===== config.mk =====
export PLATFORM = sky130hd
export DESIGN_NAME = memwb_stage_flat
export DESIGN_NICKNAME = d
export VERILOG_FILES = /design/src/rtl/cpu_pkg.sv /design/src/rtl/memwb_stage_if.sv /design/src/rtl/memwb_stage_wb_decoder.sv /design/src/rtl/memwb_stage.sv /design/src/flat_wrapper.sv
export SDC_FILE = /design/constraint.sdc
export NUM_CORES = 1
export LEC_CHECK = 0
export ABC_AREA = 1
export CORE_AREA = 2 2 130 132
export DETAILED_ROUTE_END_ITERATION = 16
export DIE_AREA = 0 0 132 134
export GPL_ROUTABILITY_DRIVEN = 1
export GPL_TIMING_DRIVEN = 0
export PLACE_DENSITY = 0.76
export SLEW_MARGIN = 20
export SYNTH_ARGS = -nofsm -noshare
export SYNTH_HDL_FRONTEND = slang
export SYNTH_SLANG_ARGS = --single-unit

===== constraint.sdc =====
create_clock -name clk -period 1.6 [get_ports clk]
set_clock_uncertainty 0.15 [all_clocks]
set_input_delay 0.24 -clock clk [delete_from_list [all_inputs] [get_ports clk]]
set_output_delay 0.24 -clock clk [all_outputs]
set_load 0.01 [all_outputs]

===== src/rtl/cpu_pkg.sv =====
// cpu_pkg: shared datapath parameters and types for the 5-stage CPU.
//   DATA_W   - datapath / write-back word width
//   ADDR_W   - register-index width
//   NUM_REGS - architectural register count (width of the write-enable vector)
//   ZERO_REG - index of XZR; the register file never receives a write to it
// Also holds the write-back source selector shared by the MEM/WB stage.
package cpu_pkg;

  localparam int DATA_W   = 64;
  localparam int ADDR_W   = 5;
  localparam int NUM_REGS = 32;
  localparam int ZERO_REG = 31;

  typedef logic [ADDR_W-1:0]   reg_idx_t;
  typedef logic [DATA_W-1:0]   word_t;
  typedef logic [NUM_REGS-1:0] reg_mask_t;

  // Loads return memory data; everything else writes back the ALU result.
  function automatic word_t wb_select(input logic  mem_to_reg,
                                      input word_t mem_data,
                                      input word_t alu_result);
    return mem_to_reg ? mem_data : alu_result;
  endfunction

endpackage


===== src/rtl/memwb_stage_if.sv =====
// memwb_stage_if: bundle between the MEM stage / hazard unit and the MEM/WB
// register, plus the write-back bus towards the register file.
//   stall, flush       - pipeline control (hold / insert bubble)
//   in_*               - MEM-stage instruction results
//   WriteData/write_en - shared write-back bus and one-hot register enables
//   fwd_*              - forwarding tap for the EX-stage bypass network
//   retired            - retired-instruction counter (CNT_W bits)
// master: the side driving MEM results and control; slave: the MEM/WB stage.
interface memwb_stage_if
  import cpu_pkg::*;
#(
  parameter int CNT_W = 32
);

  logic             stall;
  logic             flush;
  logic             in_valid;
  logic             in_reg_write;
  logic             in_mem_to_reg;
  reg_idx_t         in_rd;
  word_t            in_alu_result;
  word_t            in_mem_data;

  word_t            WriteData;
  reg_mask_t        write_en;
  logic             fwd_valid;
  reg_idx_t         fwd_rd;
  word_t            fwd_data;
  logic [CNT_W-1:0] retired;

  modport master (
    output stall, flush, in_valid, in_reg_write, in_mem_to_reg,
           in_rd, in_alu_result, in_mem_data,
    input  WriteData, write_en, fwd_valid, fwd_rd, fwd_data, retired
  );

  modport slave (
    input  stall, flush, in_valid, in_reg_write, in_mem_to_reg,
           in_rd, in_alu_result, in_mem_data,
    output WriteData, write_en, fwd_valid, fwd_rd, fwd_data, retired
  );

endinterface


===== src/rtl/memwb_stage_wb_decoder.sv =====
// wb_decoder: register-index to one-hot write-enable decoder.
//   en       in  - write permitted this cycle
//   idx      in  - destination register index
//   write_en out - NUM_REGS one-hot enables; all zero when en=0 or idx=ZERO_REG
module wb_decoder
  import cpu_pkg::*;
(
  input  logic      en,
  input  reg_idx_t  idx,
  output reg_mask_t write_en
);

  // NOTE: every bit gets a value on every pass through the loop, so no
  // latch can be inferred; a partially assigned vector here would latch.
  always_comb begin
    for (int i = 0; i < NUM_REGS; i++) begin
      write_en[i] = en && (idx == reg_idx_t'(i)) && (i != ZERO_REG);
    end
  end

endmodule


===== src/rtl/memwb_stage.sv =====
// memwb_stage: MEM/WB pipeline register and write-back driver.
//   clk    in - pipeline clock, state updates on the rising edge
//   reset  in - asynchronous, active-low; clears all stage state immediately
//   bus       - memwb_stage_if.slave: MEM results and stall/flush in;
//               WriteData, one-hot write_en, forwarding tap and the
//               retired-instruction counter out
// Flush beats stall beats normal capture. write_en is suppressed while
// stalled so a held instruction writes the register file once, on its first
// non-stalled cycle; the forwarding tap is deliberately not stall-gated.
module memwb_stage
  import cpu_pkg::*;
#(
  parameter int CNT_W = 32
) (
  input  logic          clk,
  input  logic          reset,
  memwb_stage_if.slave  bus
);

  logic             wb_valid;
  logic             wb_reg_write;
  reg_idx_t         wb_rd;
  word_t            wb_data;
  logic [CNT_W-1:0] retired_q;
  logic             retire;
  logic             commit;

  // An instruction leaves WB on an edge where it is valid and neither held
  // nor squashed.
  assign retire = wb_valid & ~bus.stall & ~bus.flush;
  assign commit = wb_valid & wb_reg_write & ~bus.stall;

  // NOTE: state registers use non-blocking assignments so every flop samples
  // the pre-edge values, independent of statement order.
  always_ff @(posedge clk or negedge reset) begin
    if (!reset) begin
      wb_valid     <= 1'b0;
      wb_reg_write <= 1'b0;
      wb_rd        <= '0;
      wb_data      <= '0;
    end else if (bus.flush) begin
      // Bubble: rd and data are left as they were.
      wb_valid     <= 1'b0;
      wb_reg_write <= 1'b0;
    end else if (!bus.stall) begin
      wb_valid     <= bus.in_valid;
      wb_reg_write <= bus.in_valid & bus.in_reg_write;
      wb_rd        <= bus.in_rd;
      wb_data      <= wb_select(bus.in_mem_to_reg, bus.in_mem_data,
                                bus.in_alu_result);
    end
  end

  always_ff @(posedge clk or negedge reset) begin
    if (!reset) begin
      retired_q <= '0;
    end else if (retire) begin
      retired_q <= retired_q + CNT_W'(1);
    end
  end

  wb_decoder u_wb_decoder (
    .en       (commit),
    .idx      (wb_rd),
    .write_en (bus.write_en)
  );

  assign bus.WriteData = wb_data;
  assign bus.fwd_valid = wb_valid & wb_reg_write & (wb_rd != reg_idx_t'(ZERO_REG));
  assign bus.fwd_rd    = wb_rd;
  assign bus.fwd_data  = wb_data;
  assign bus.retired   = retired_q;

endmodule


===== src/flat_wrapper.sv =====
// flat-port wrapper written by rule: the top's interface ports become plain ports
module memwb_stage_flat import cpu_pkg::*;
#(
  parameter int CNT_W = 32
)
  (clk, reset, bus_stall, bus_flush, bus_in_valid, bus_in_reg_write, bus_in_mem_to_reg, bus_in_rd, bus_in_alu_result, bus_in_mem_data, bus_WriteData, bus_write_en, bus_fwd_valid, bus_fwd_rd, bus_fwd_data, bus_retired);
  memwb_stage_if #(.CNT_W(CNT_W)) bus_i ();
  input  logic clk;
  input  logic reset;
  input wire logic [$bits(bus_i.stall)-1:0] bus_stall;
  input wire logic [$bits(bus_i.flush)-1:0] bus_flush;
  input wire logic [$bits(bus_i.in_valid)-1:0] bus_in_valid;
  input wire logic [$bits(bus_i.in_reg_write)-1:0] bus_in_reg_write;
  input wire logic [$bits(bus_i.in_mem_to_reg)-1:0] bus_in_mem_to_reg;
  input wire logic [$bits(bus_i.in_rd)-1:0] bus_in_rd;
  input wire logic [$bits(bus_i.in_alu_result)-1:0] bus_in_alu_result;
  input wire logic [$bits(bus_i.in_mem_data)-1:0] bus_in_mem_data;
  output wire logic [$bits(bus_i.WriteData)-1:0] bus_WriteData;
  output wire logic [$bits(bus_i.write_en)-1:0] bus_write_en;
  output wire logic [$bits(bus_i.fwd_valid)-1:0] bus_fwd_valid;
  output wire logic [$bits(bus_i.fwd_rd)-1:0] bus_fwd_rd;
  output wire logic [$bits(bus_i.fwd_data)-1:0] bus_fwd_data;
  output wire logic [$bits(bus_i.retired)-1:0] bus_retired;
  assign bus_i.stall = bus_stall;
  assign bus_i.flush = bus_flush;
  assign bus_i.in_valid = bus_in_valid;
  assign bus_i.in_reg_write = bus_in_reg_write;
  assign bus_i.in_mem_to_reg = bus_in_mem_to_reg;
  assign bus_i.in_rd = bus_in_rd;
  assign bus_i.in_alu_result = bus_in_alu_result;
  assign bus_i.in_mem_data = bus_in_mem_data;
  assign bus_WriteData = bus_i.WriteData;
  assign bus_write_en = bus_i.write_en;
  assign bus_fwd_valid = bus_i.fwd_valid;
  assign bus_fwd_rd = bus_i.fwd_rd;
  assign bus_fwd_data = bus_i.fwd_data;
  assign bus_retired = bus_i.retired;
  memwb_stage #(.CNT_W(CNT_W)) u_core (.clk(clk), .reset(reset), .bus(bus_i));
endmodule

==> flow_metrics.env, run 1 <==
export IMPL_status="finished with violations"
export IMPL_violations="negative setup slack"
export IMPL_final_cell_mix="nand2_1 (165), clkdlybuf4s50_1 (135), o21ai_0 (125), dlygate4sd2_1 (124), buf_4 (121)"
export IMPL_arrival_ps=1560
export IMPL_combPwrFrac_pct=31.0
export IMPL_die_x_um=132
export IMPL_crit_type="reg2out"
export IMPL_crit_fanout=5
export IMPL_place_inst=1293
export IMPL_nNetsFinal=1287
export IMPL_final_common_cell="nand2_1"
export IMPL_clk_path_buf_depth=2
export IMPL_slew_violations=0
export IMPL_p_sw_share_pct=30.6
export IMPL_synth_seq_cells=103
export IMPL_num_rows=47
export IMPL_tightestPinTransition_ps=559
export IMPL_clk_pin_slew_ps=80
export IMPL_grt_use_met3_pct=6.01
export IMPL_ios=338
export IMPL_pre_cts_slack_ps=-895
export IMPL_wl_per_cell_um=16.4
export IMPL_tritoncts="yes"
export IMPL_wirelength_um=22500
export IMPL_synth_simple_area_share_pct=26.6
export IMPL_areaGrowthSynthToFinish_pct=76.6
export IMPL_critPathCaptureType="output port"
export IMPL_setup_viol_count_final=50
export IMPL_power_leakage_uw=0.00489
export IMPL_vias_per_cell=4.68
export IMPL_grt_pass1_wl_um=33800
export IMPL_finalCriticalPeriod_ps=1950
export IMPL_netlist_area_mm2=0.00572
export IMPL_syn_nets=878
export IMPL_clkLatencyLatePin_ps=350
export IMPL_synth_xor_area_share_pct=2.45
export IMPL_period_share_pct=122
export IMPL_p_sw_uw=2430
export IMPL_drtPass1Iterations=5
export IMPL_drt_iter0_drc=335
export IMPL_syn_mean_instance_area_um2=7.76
export IMPL_synthMuxAreaShare_pct=0
export IMPL_overflow=0
export IMPL_ys_warn_count=0
export IMPL_grt_use_met1_pct=29.5
export IMPL_finalHoldViolCount=0
export IMPL_tns_ps=-10730
export IMPL_cts_sinks=103
export IMPL_seq_power_share_pct=40.2
export IMPL_port_buffers=335
export IMPL_cp_start_kind="flop"
export IMPL_grt_usage_pct=24.4
export IMPL_grt_pass1_vias=6217
export IMPL_dpl_cell_area_mm2=0.00938
export IMPL_final_core_util_pct=62.0
export IMPL_place_congestion=0.923
export IMPL_grt_busiest_layer="met2"
export IMPL_fp_coreArea_mm2=0.0163
export IMPL_antenna_found_initial=2
export IMPL_htreeDepth=3
export IMPL_hp_class="in2reg"
export IMPL_grtUsageMet2_pct=43.1
export IMPL_power_density_mw_per_mm2=786
export IMPL_synthAdderAreaFrac_pct=0.219
export IMPL_grt_max_degree=55
export IMPL_p_int_uw=5510
export IMPL_synth_compound_area_share_pct=12.0
export IMPL_cts_buffers=9
export IMPL_final_cell_area_mm2=0.0101
export IMPL_cp_required_ps=1210
export IMPL_vias=6423
export IMPL_drv_cap=0
export IMPL_setup_ws_ps=-350
export IMPL_fin_cells=1372
export IMPL_hpwl_um=16900
export IMPL_ys_types=30
export IMPL_synthCells=737
export IMPL_fmax_mhz=513
export IMPL_antenna_left=0
export IMPL_drc=0
export IMPL_rsz0062_at_grt="yes"
export IMPL_synth_yosys_seq_area_share_pct=45.1
export IMPL_drive_gt1_share_pct=24.0
export IMPL_die_area_mm2=0.0177
export IMPL_clockPowerShare_pct=28.8
export IMPL_relSlewSlack_pct=62.7
export IMPL_die_y_um=134
export IMPL_start_util_pct=35.1
export IMPL_reg2reg_slack_ps=-130
export IMPL_cts_root_buf="clkbuf_16"
export IMPL_peakVddDrop_mv=0.498
export IMPL_synth_top_family_by_area="simple AND/OR/NAND/NOR gates"
## synth_stat cells (all sizes together)
cell	count	area (um2)
ha	1	12.5
conb	1	3.75
nand2	172	656
nand4	8	50.1
nand3b	9	67.6
nor3	5	25.0
o21ai	135	676
buf	81	597
xnor2	7	61.3
nor2	137	583
clkbuf	14	52.6
dfrtp	103	2580
nand3	18	130
a311oi	1	8.76
and2	1	6.26
xor2	9	78.8
inv	34	128
or2	1	6.26
## cells by family (layout without fill, tap and decap cells)
kind of cell | Yosys count | in the layout
xor+xnor | 16 | 16
flops | 103 | 103
fa+ha+maj | 1 | 1
other cells | 1 | 2
simple gates | 351 | 351
buf+inv | 129 | 543
compound gates | 136 | 136
## repair_timing
action,in CTS,in global routing
buffers inserted,42,20
pin swaps,8,18
hold endpoints to repair,49,0
endpoints found under the setup margin,223,81
hold buffers,1,0
gates resized for setup,360,82
cloned,2,0
## power by group through the flow
stage          logic (uW)  clock network (uW)  registers, uW
6_report             2460                2290           3190
5_1_grt              2660                2450           3230
4_1_cts              2410                2350           3180
3_5_place_dp         2620                   0           3240
3_3_place_gp         2570                   0           3240
2_1_floorplan         895                   0           3290
## flip-flops by register name, summed over array words and instances (netlist names)
| register | count |
|---|---|
| u_core.bus.WriteData | 64 |
| u_core.bus.fwd_rd | 5 |
| u_core.wb_valid | 1 |
| u_core.wb_reg_write | 1 |
| u_core.bus.retired | 32 |
## per-stage QoR
| stage | hold WS (ps) | power [uW] |
|---|---|---|
| final | 182 | 7940 |
| after global placement | 345 | 5820 |
| after global routing | 217 | 8340 |
| after CTS | 163 | 7940 |
| after floorplan | -206 | 4180 |
| after detailed placement | 61.8 | 5860 |
## per-layer routing
metal,up-vias,routed length [um],part of all wire (%)
li1,3117,-,-
met1,3010,9030,40
met2,257,11500,51
met3,39,1370,6.1
met4,0,607,2.7
met5,-,0,0
## path summary, 6_finish.rpt
kind                       depth (start not counted)                      from                        to
min in group asynchronous                          2                     reset    u_core.bus.retired[20]
max reg2reg                                        8           u_core.wb_valid    u_core.bus.retired[12]
max                                                6           u_core.wb_valid          bus_write_en[26]
min                                                3         bus_in_mem_to_reg  u_core.bus.WriteData[12]
max in group asynchronous                          3                     reset  u_core.bus.WriteData[37]
min reg2reg                                        2  u_core.bus.WriteData[46]  u_core.bus.WriteData[46]
## layout make-up
type	instances	area (um2)
fill	1441	6190
timing repair buffer	399	3580
sequential	103	2580
multi-input combinational	505	2570
buffer	94	656
tap	220	275
clock buffer	9	225
inverter	34	128
clock inverter	7	78.8
antenna	1	2.50
## critical path: stages (launching register included)
cell and delay (ps):
dfrtp_1 370, inv_2 70, nor3_4 240, nand2_2 140, buf_6 160, nor2_1 90
buf_2 140
Note: power is estimated with default switching activity, not from simulation.
==> run 2: changes to the inputs <==
Settings changed: CORE_AREA 2 2 130 132 to unset, CORE_ASPECT_RATIO set to 2, CORE_MARGIN set to 8, CORE_UTILIZATION set to 38, DIE_AREA 0 0 132 134 to unset, PLACE_DENSITY 0.76 to 0.81.
==> flow_metrics.env, run 2 (synthesis gave the netlist of run 1 again) <==
export IMPL_ios=338
export IMPL_tightestPinTransition_ps=506
export IMPL_cp_slowest_stage_delay_ps=380
export IMPL_wirelength_um=25000
export IMPL_place_inst=1268
export IMPL_tritoncts="yes"
export IMPL_crit_path_cell_trace="inv_2, nor3_4, nand2_2, buf_6, nor2_1, buf_2"
export IMPL_grt_usage_pct=24.2
export IMPL_grt_pass1_wl_um=36100
export IMPL_num_rows=63
export IMPL_min_delay_path_depth=3
export IMPL_overflow=0
export IMPL_critPathCaptureType="output port"
export IMPL_vias_per_cell=4.89
export IMPL_reg2reg_depth=7
export IMPL_fillers=1221
export IMPL_die_x_um=103
export IMPL_vias=6486
export IMPL_clk_path_buf_depth=2
export IMPL_die_y_um=189
export IMPL_htreeDepth=3
export IMPL_clockPowerShare_pct=28.6
export IMPL_largest_reg_flops=64
export IMPL_final_common_cell="nand2_1"
export IMPL_clk_pin_slew_ps=70
export IMPL_crit_fanout=5
export IMPL_p_sw_uw=2460
export IMPL_seq_power_share_pct=39.9
export IMPL_die_area_mm2=0.0195
export IMPL_setup_ws_ps=-369
export IMPL_rsz0062_at_grt="yes"
export IMPL_combPwrFrac_pct=31.5
export IMPL_drc=0
export IMPL_start_util_pct=38.8
export IMPL_hp_class="in2reg"
export IMPL_antenna_left=0
export IMPL_p_int_uw=5480
export IMPL_status="finished with violations"
export IMPL_clkLatencyLatePin_ps=350
export IMPL_fp_coreArea_mm2=0.0147
export IMPL_drv_cap=0
export IMPL_grt_max_degree=54
export IMPL_power_leakage_uw=0.00484
export IMPL_violations="negative setup slack"
export IMPL_cts_sinks=103
export IMPL_relSlewSlack_pct=66.3
export IMPL_hpwl_um=19300
export IMPL_drive_gt1_share_pct=23.1
export IMPL_setup_viol_count_final=40
export IMPL_cts_buffers=9
export IMPL_finalPower_uw=7940
export IMPL_cp_required_ps=1210
export IMPL_slowest_stage="dfrtp_1"
export IMPL_p_sw_share_pct=31.0
export IMPL_cts_root_buf="clkbuf_16"
export IMPL_power_density_mw_per_mm2=792
export IMPL_fmax_mhz=508
export IMPL_slew_violations=0
export IMPL_antenna_found_initial=0
export IMPL_finalHoldViolCount=0
export IMPL_drt_iter0_drc=211
export IMPL_nNetsFinal=1268
export IMPL_port_buffers=335
export IMPL_final_cell_mix="nand2_1 (164), dlygate4sd2_1 (154), clkdlybuf4s50_1 (135), o21ai_0 (125), buf_4 (103)"
export IMPL_crit_type="reg2out"
export IMPL_areaGrowthSynthToFinish_pct=75.2
export IMPL_period_share_pct=123
export IMPL_antenna_diode_count=0
export IMPL_drtPass1Iterations=4
export IMPL_arrival_ps=1580
export IMPL_finalCriticalPeriod_ps=1970
export IMPL_peakVddDrop_mv=0.705
export IMPL_wl_per_cell_um=18.8
export IMPL_cp_start_kind="flop"
export IMPL_place_congestion=0.905
export IMPL_fin_cells=1327
export IMPL_grt_pass1_vias=6662
## run 2: changes by cell type in the layout (fill, tap and decap cells not counted), moves of 3 or more
cell             delta
dfrtp_1             -3
buf_4              -18
nor2_4             +12
dlygate4sd2_1      +30
clkdlybuf4s15_1    -22
nor2_1             -11
buf_2               -9
dfrtp_2             +3
## run 2: what timing repair did
action / CTS / global route
cloned: 2 / 1
hold buffers: 1 / 0
buffers inserted: 24 / 15
setup endpoints to repair: 234 / 61
pin swaps: 10 / 19
gates resized for setup: 345 / 84
endpoints found under the hold margin: 50 / 0
## run 2: power groups by stage
stage                     registers [uW]  logic, uW  clock network (uW)
final                               3170       2500                2270
after global routing                3210       2690                2380
after CTS                           3170       2450                2290
after detailed placement            3230       2690                   0
after global placement              3220       2620                   0
after floorplan                     3290        895                   0
## run 2: per-layer routing
layer,GRT usage [%],vias to the layer above,wire [um]
li1,-,3088,-
met5,0,-,0
met1,22.8,3059,8240
met4,11.3,0,1110
met2,46.0,273,13800
met3,6.07,66,1800
## run 2: area by class of cell
class                   count  area (um2)  area share (%)
repair buffers            378        3440            34.3
multi-input cells         506        2660            26.5
clock buffers              10         229            2.28
plain buffers              95         669            6.68
clock inverters             6        67.6           0.674
flip-flops and latches    103        2590            25.8
inverters                  34         130            1.30
well taps                 195         244            2.43
## run 2: worst paths after layout
| check | start | end | slack, ps |
|---|---|---|---|
| setup / recovery | u_core.wb_valid | bus_write_en[20] | -370 |
| hold / removal | bus_in_mem_to_reg | u_core.bus.WriteData[11] | 220 |
| setup reg to reg | u_core.wb_valid | u_core.bus.retired[16] | -20 |
| hold reg to reg | u_core.bus.WriteData[49] | u_core.bus.WriteData[49] | 360 |
| max in group asynchronous | reset | u_core.bus.retired[25] | 370 |
| min in group asynchronous | reset | u_core.bus.WriteData[57] | 260 |
## run 2: through the flow
| stage | TNS (ps) | hold slack [ps] | area (um2) | utilization (%) | worst slack (ps) |
|---|---|---|---|---|---|
| final | -9830 | 225 | 10000 | 68.0 | -369 |
| after global routing | -14500 | 244 | 10000 | 68.0 | -472 |
| after CTS | -8710 | 219 | 9620 | 65.3 | -294 |
| after detailed placement | -56830 | 75.3 | 9350 | 63.4 | -989 |
| after global placement | -452360 | 343 | 9320 | 63.2 | -3890 |
| after floorplan | 0 | -206 | 5720 | - | 88.5 |
## run 2: worst max-delay path, delay by kind of cell (launching register included)
kind	cells	cell delay (ps)
buffers and inverters	3	370
flip-flops	1	380
AND/OR/NAND/NOR	3	480
==> run 3: changes to the inputs <==
Settings changed: CORE_ASPECT_RATIO 2 to 0.75.
==> flow_metrics.env, run 3 (synthesis gave the netlist of run 1 again) <==
export IMPL_crit_type="reg2out"
export IMPL_r2r_end="u_core.bus.retired[27]"
export IMPL_vias_per_cell=4.86
export IMPL_grt_pass1_wl_um=36300
export IMPL_tritoncts="yes"
export IMPL_fmax_mhz=531
export IMPL_finalHoldViolCount=0
export IMPL_drive_gt1_share_pct=24.2
export IMPL_whs_ps=184
export IMPL_clk_path_buf_depth=2
export IMPL_wl_per_cell_um=18.6
export IMPL_seq_power_share_pct=40.3
export IMPL_cp_start_kind="flop"
export IMPL_crit_path_cell_trace="inv_2, nor3_4, nand2_2, buf_6, nor2_1, buf_2"
export IMPL_status="finished with violations"
export IMPL_p_sw_share_pct=30.5
export IMPL_finalCriticalPeriod_ps=1880
export IMPL_cp_slowest_stage_delay_ps=370
export IMPL_antenna_left=0
export IMPL_setup_ws_ps=-282
export IMPL_wirelength_um=24900
export IMPL_combPwrFrac_pct=31.5
export IMPL_whs_endpoint="u_core.bus.WriteData[11]"
export IMPL_final_common_cell="nand2_1"
export IMPL_clockPowerShare_pct=28.2
export IMPL_p_sw_uw=2420
export IMPL_grt_max_degree=76
export IMPL_cts_sinks=103
export IMPL_min_delay_path_depth=3
export IMPL_crit_buf_inv=3
export IMPL_clkLatencyLatePin_ps=330
export IMPL_clk_pin_slew_ps=70
export IMPL_cts_buffers=9
export IMPL_final_cell_mix="nand2_1 (165), dlygate4sd2_1 (148), clkdlybuf4s50_1 (135), o21ai_0 (125), buf_4 (109)"
export IMPL_critPathTopFamily="simple AND/OR/NAND/NOR gates"
export IMPL_power_leakage_uw=0.00484
export IMPL_drtPass1Iterations=6
export IMPL_start_util_pct=38.2
export IMPL_die_y_um=122
export IMPL_antenna_diode_count=0
export IMPL_port_buffers=335
export IMPL_r2r_start="u_core.wb_valid"
export IMPL_grt_pass1_vias=6249
export IMPL_power_density_mw_per_mm2=793
export IMPL_num_rows=39
export IMPL_fp_coreArea_mm2=0.0150
export IMPL_reg2reg_slack_ps=10
export IMPL_p_int_uw=5530
export IMPL_hp_class="in2reg"
export IMPL_drv_cap=0
export IMPL_period_share_pct=118
export IMPL_finalPower_uw=7950
export IMPL_violations="negative setup slack"
export IMPL_hpwl_um=19500
export IMPL_slew_violations=0
export IMPL_cp_required_ps=1210
export IMPL_hold_start="bus_in_mem_to_reg"
export IMPL_cts_root_buf="clkbuf_16"
export IMPL_reg2reg_depth=9
export IMPL_overflow=0
export IMPL_rsz0062_at_grt="yes"
export IMPL_largest_reg_flops=64
export IMPL_critPathCaptureType="output port"
export IMPL_place_congestion=0.903
export IMPL_slowest_stage="dfrtp_1"
export IMPL_drt_iter0_drc=450
export IMPL_htreeDepth=3
export IMPL_areaGrowthSynthToFinish_pct=75.4
export IMPL_peakVddDrop_mv=0.533
export IMPL_die_x_um=158
export IMPL_antenna_found_initial=0
export IMPL_ios=338
export IMPL_die_area_mm2=0.0193
export IMPL_vias=6516
export IMPL_crit_fanout=5
export IMPL_grt_usage_pct=24.4
export IMPL_drc=0
export IMPL_arrival_ps=1490
export IMPL_nNetsFinal=1274
export IMPL_setup_viol_count_final=32
==> run 3: changes by cell type in the layout (fill, tap and decap cells not counted), moves of 2 or more <==
cell / delta
buf_4: +6
buf_6: -2
nor2_2: +9
dlygate4sd2_1: -6
clkdlybuf4s15_1: +3
nor2_4: -5
clkbuf_2: +2
nor2_1: -4
buf_2: +4
==> run 3: what timing repair did <==
item / CTS / global route
buffers inserted: 34 / 12
endpoints found under the hold margin: 29 / 0
pin swaps: 6 / 17
endpoints found under the setup margin: 212 / 64
gates cloned: 0 / 3
gates resized for setup: 343 / 94
hold buffers: 1 / 0
==> run 3: metal layers <==
| layer | vias up | GRT usage [%] | wire (um) |
|---|---|---|---|
| met1 | 3074 | 30.2 | 9890 |
| met4 | 0 | 6.94 | 573 |
| met5 | - | 0 | 0 |
| met3 | 39 | 7.07 | 2300 |
| li1 | 3086 | - | - |
| met2 | 317 | 41.1 | 12100 |
==> run 3: cell type report <==
| class | count | area (um2) |
|---|---|---|
| tap | 205 | 256 |
| fill | 1307 | 4950 |
| sequential | 103 | 2590 |
| multi-input combinational | 506 | 2640 |
| clock buffer | 11 | 243 |
| buffer | 95 | 669 |
| timing repair buffer | 384 | 3450 |
| clock inverter | 4 | 53.8 |
| inverter | 34 | 130 |
==> run 3: power by group through the flow <==
stage / Clock [uW] / Sequential, uW / Combinational [uW]
floorplan: 0 / 3290 / 895
global placement: 0 / 3250 / 2610
detailed placement: 0 / 3250 / 2660
CTS: 2280 / 3190 / 2430
global route: 2380 / 3240 / 2690
finish: 2240 / 3210 / 2500
==> run 3: worst max path at each step <==
stage / slack [ps] / cells past startpoint / startpoint / end
after floorplan: 90 / 5 / u_core.wb_valid / bus_write_en[0]
after CTS: -330 / 6 / u_core.wb_valid / bus_write_en[12]
after global placement: -3950 / 1 / reset / u_core.bus.retired[0]
after detailed placement: -970 / 6 / bus_stall / bus_write_en[25]
final: -280 / 6 / u_core.wb_valid / bus_write_en[4]
after global routing: -370 / 6 / u_core.wb_valid / bus_write_en[5]
==> run 3: worst register-to-register path: stages, from the launching register on <==
cell and delay (ps):
dfrtp_1 370, buf_4 130, nand2_4 60, nor2_8 210, buf_12 170, nand3_4 90
nor2_4 130, nand3_1 80, nand2_1 60, nand2_1 40
==> run 3: per-stage QoR <==
step	std cells	instance area [um2]	worst slack (ps)	util, %	TNS [ps]
3_5_place_dp	1278	9360	-974	62.5	-56400
3_3_place_gp	1277	9330	-3950	62.3	-459300
6_report	1342	10000	-282	67.0	-8000
4_1_cts	1328	9640	-334	64.4	-9750
5_1_grt	1342	10000	-366	67.0	-11630
2_1_floorplan	737	5720	88.5	-	0
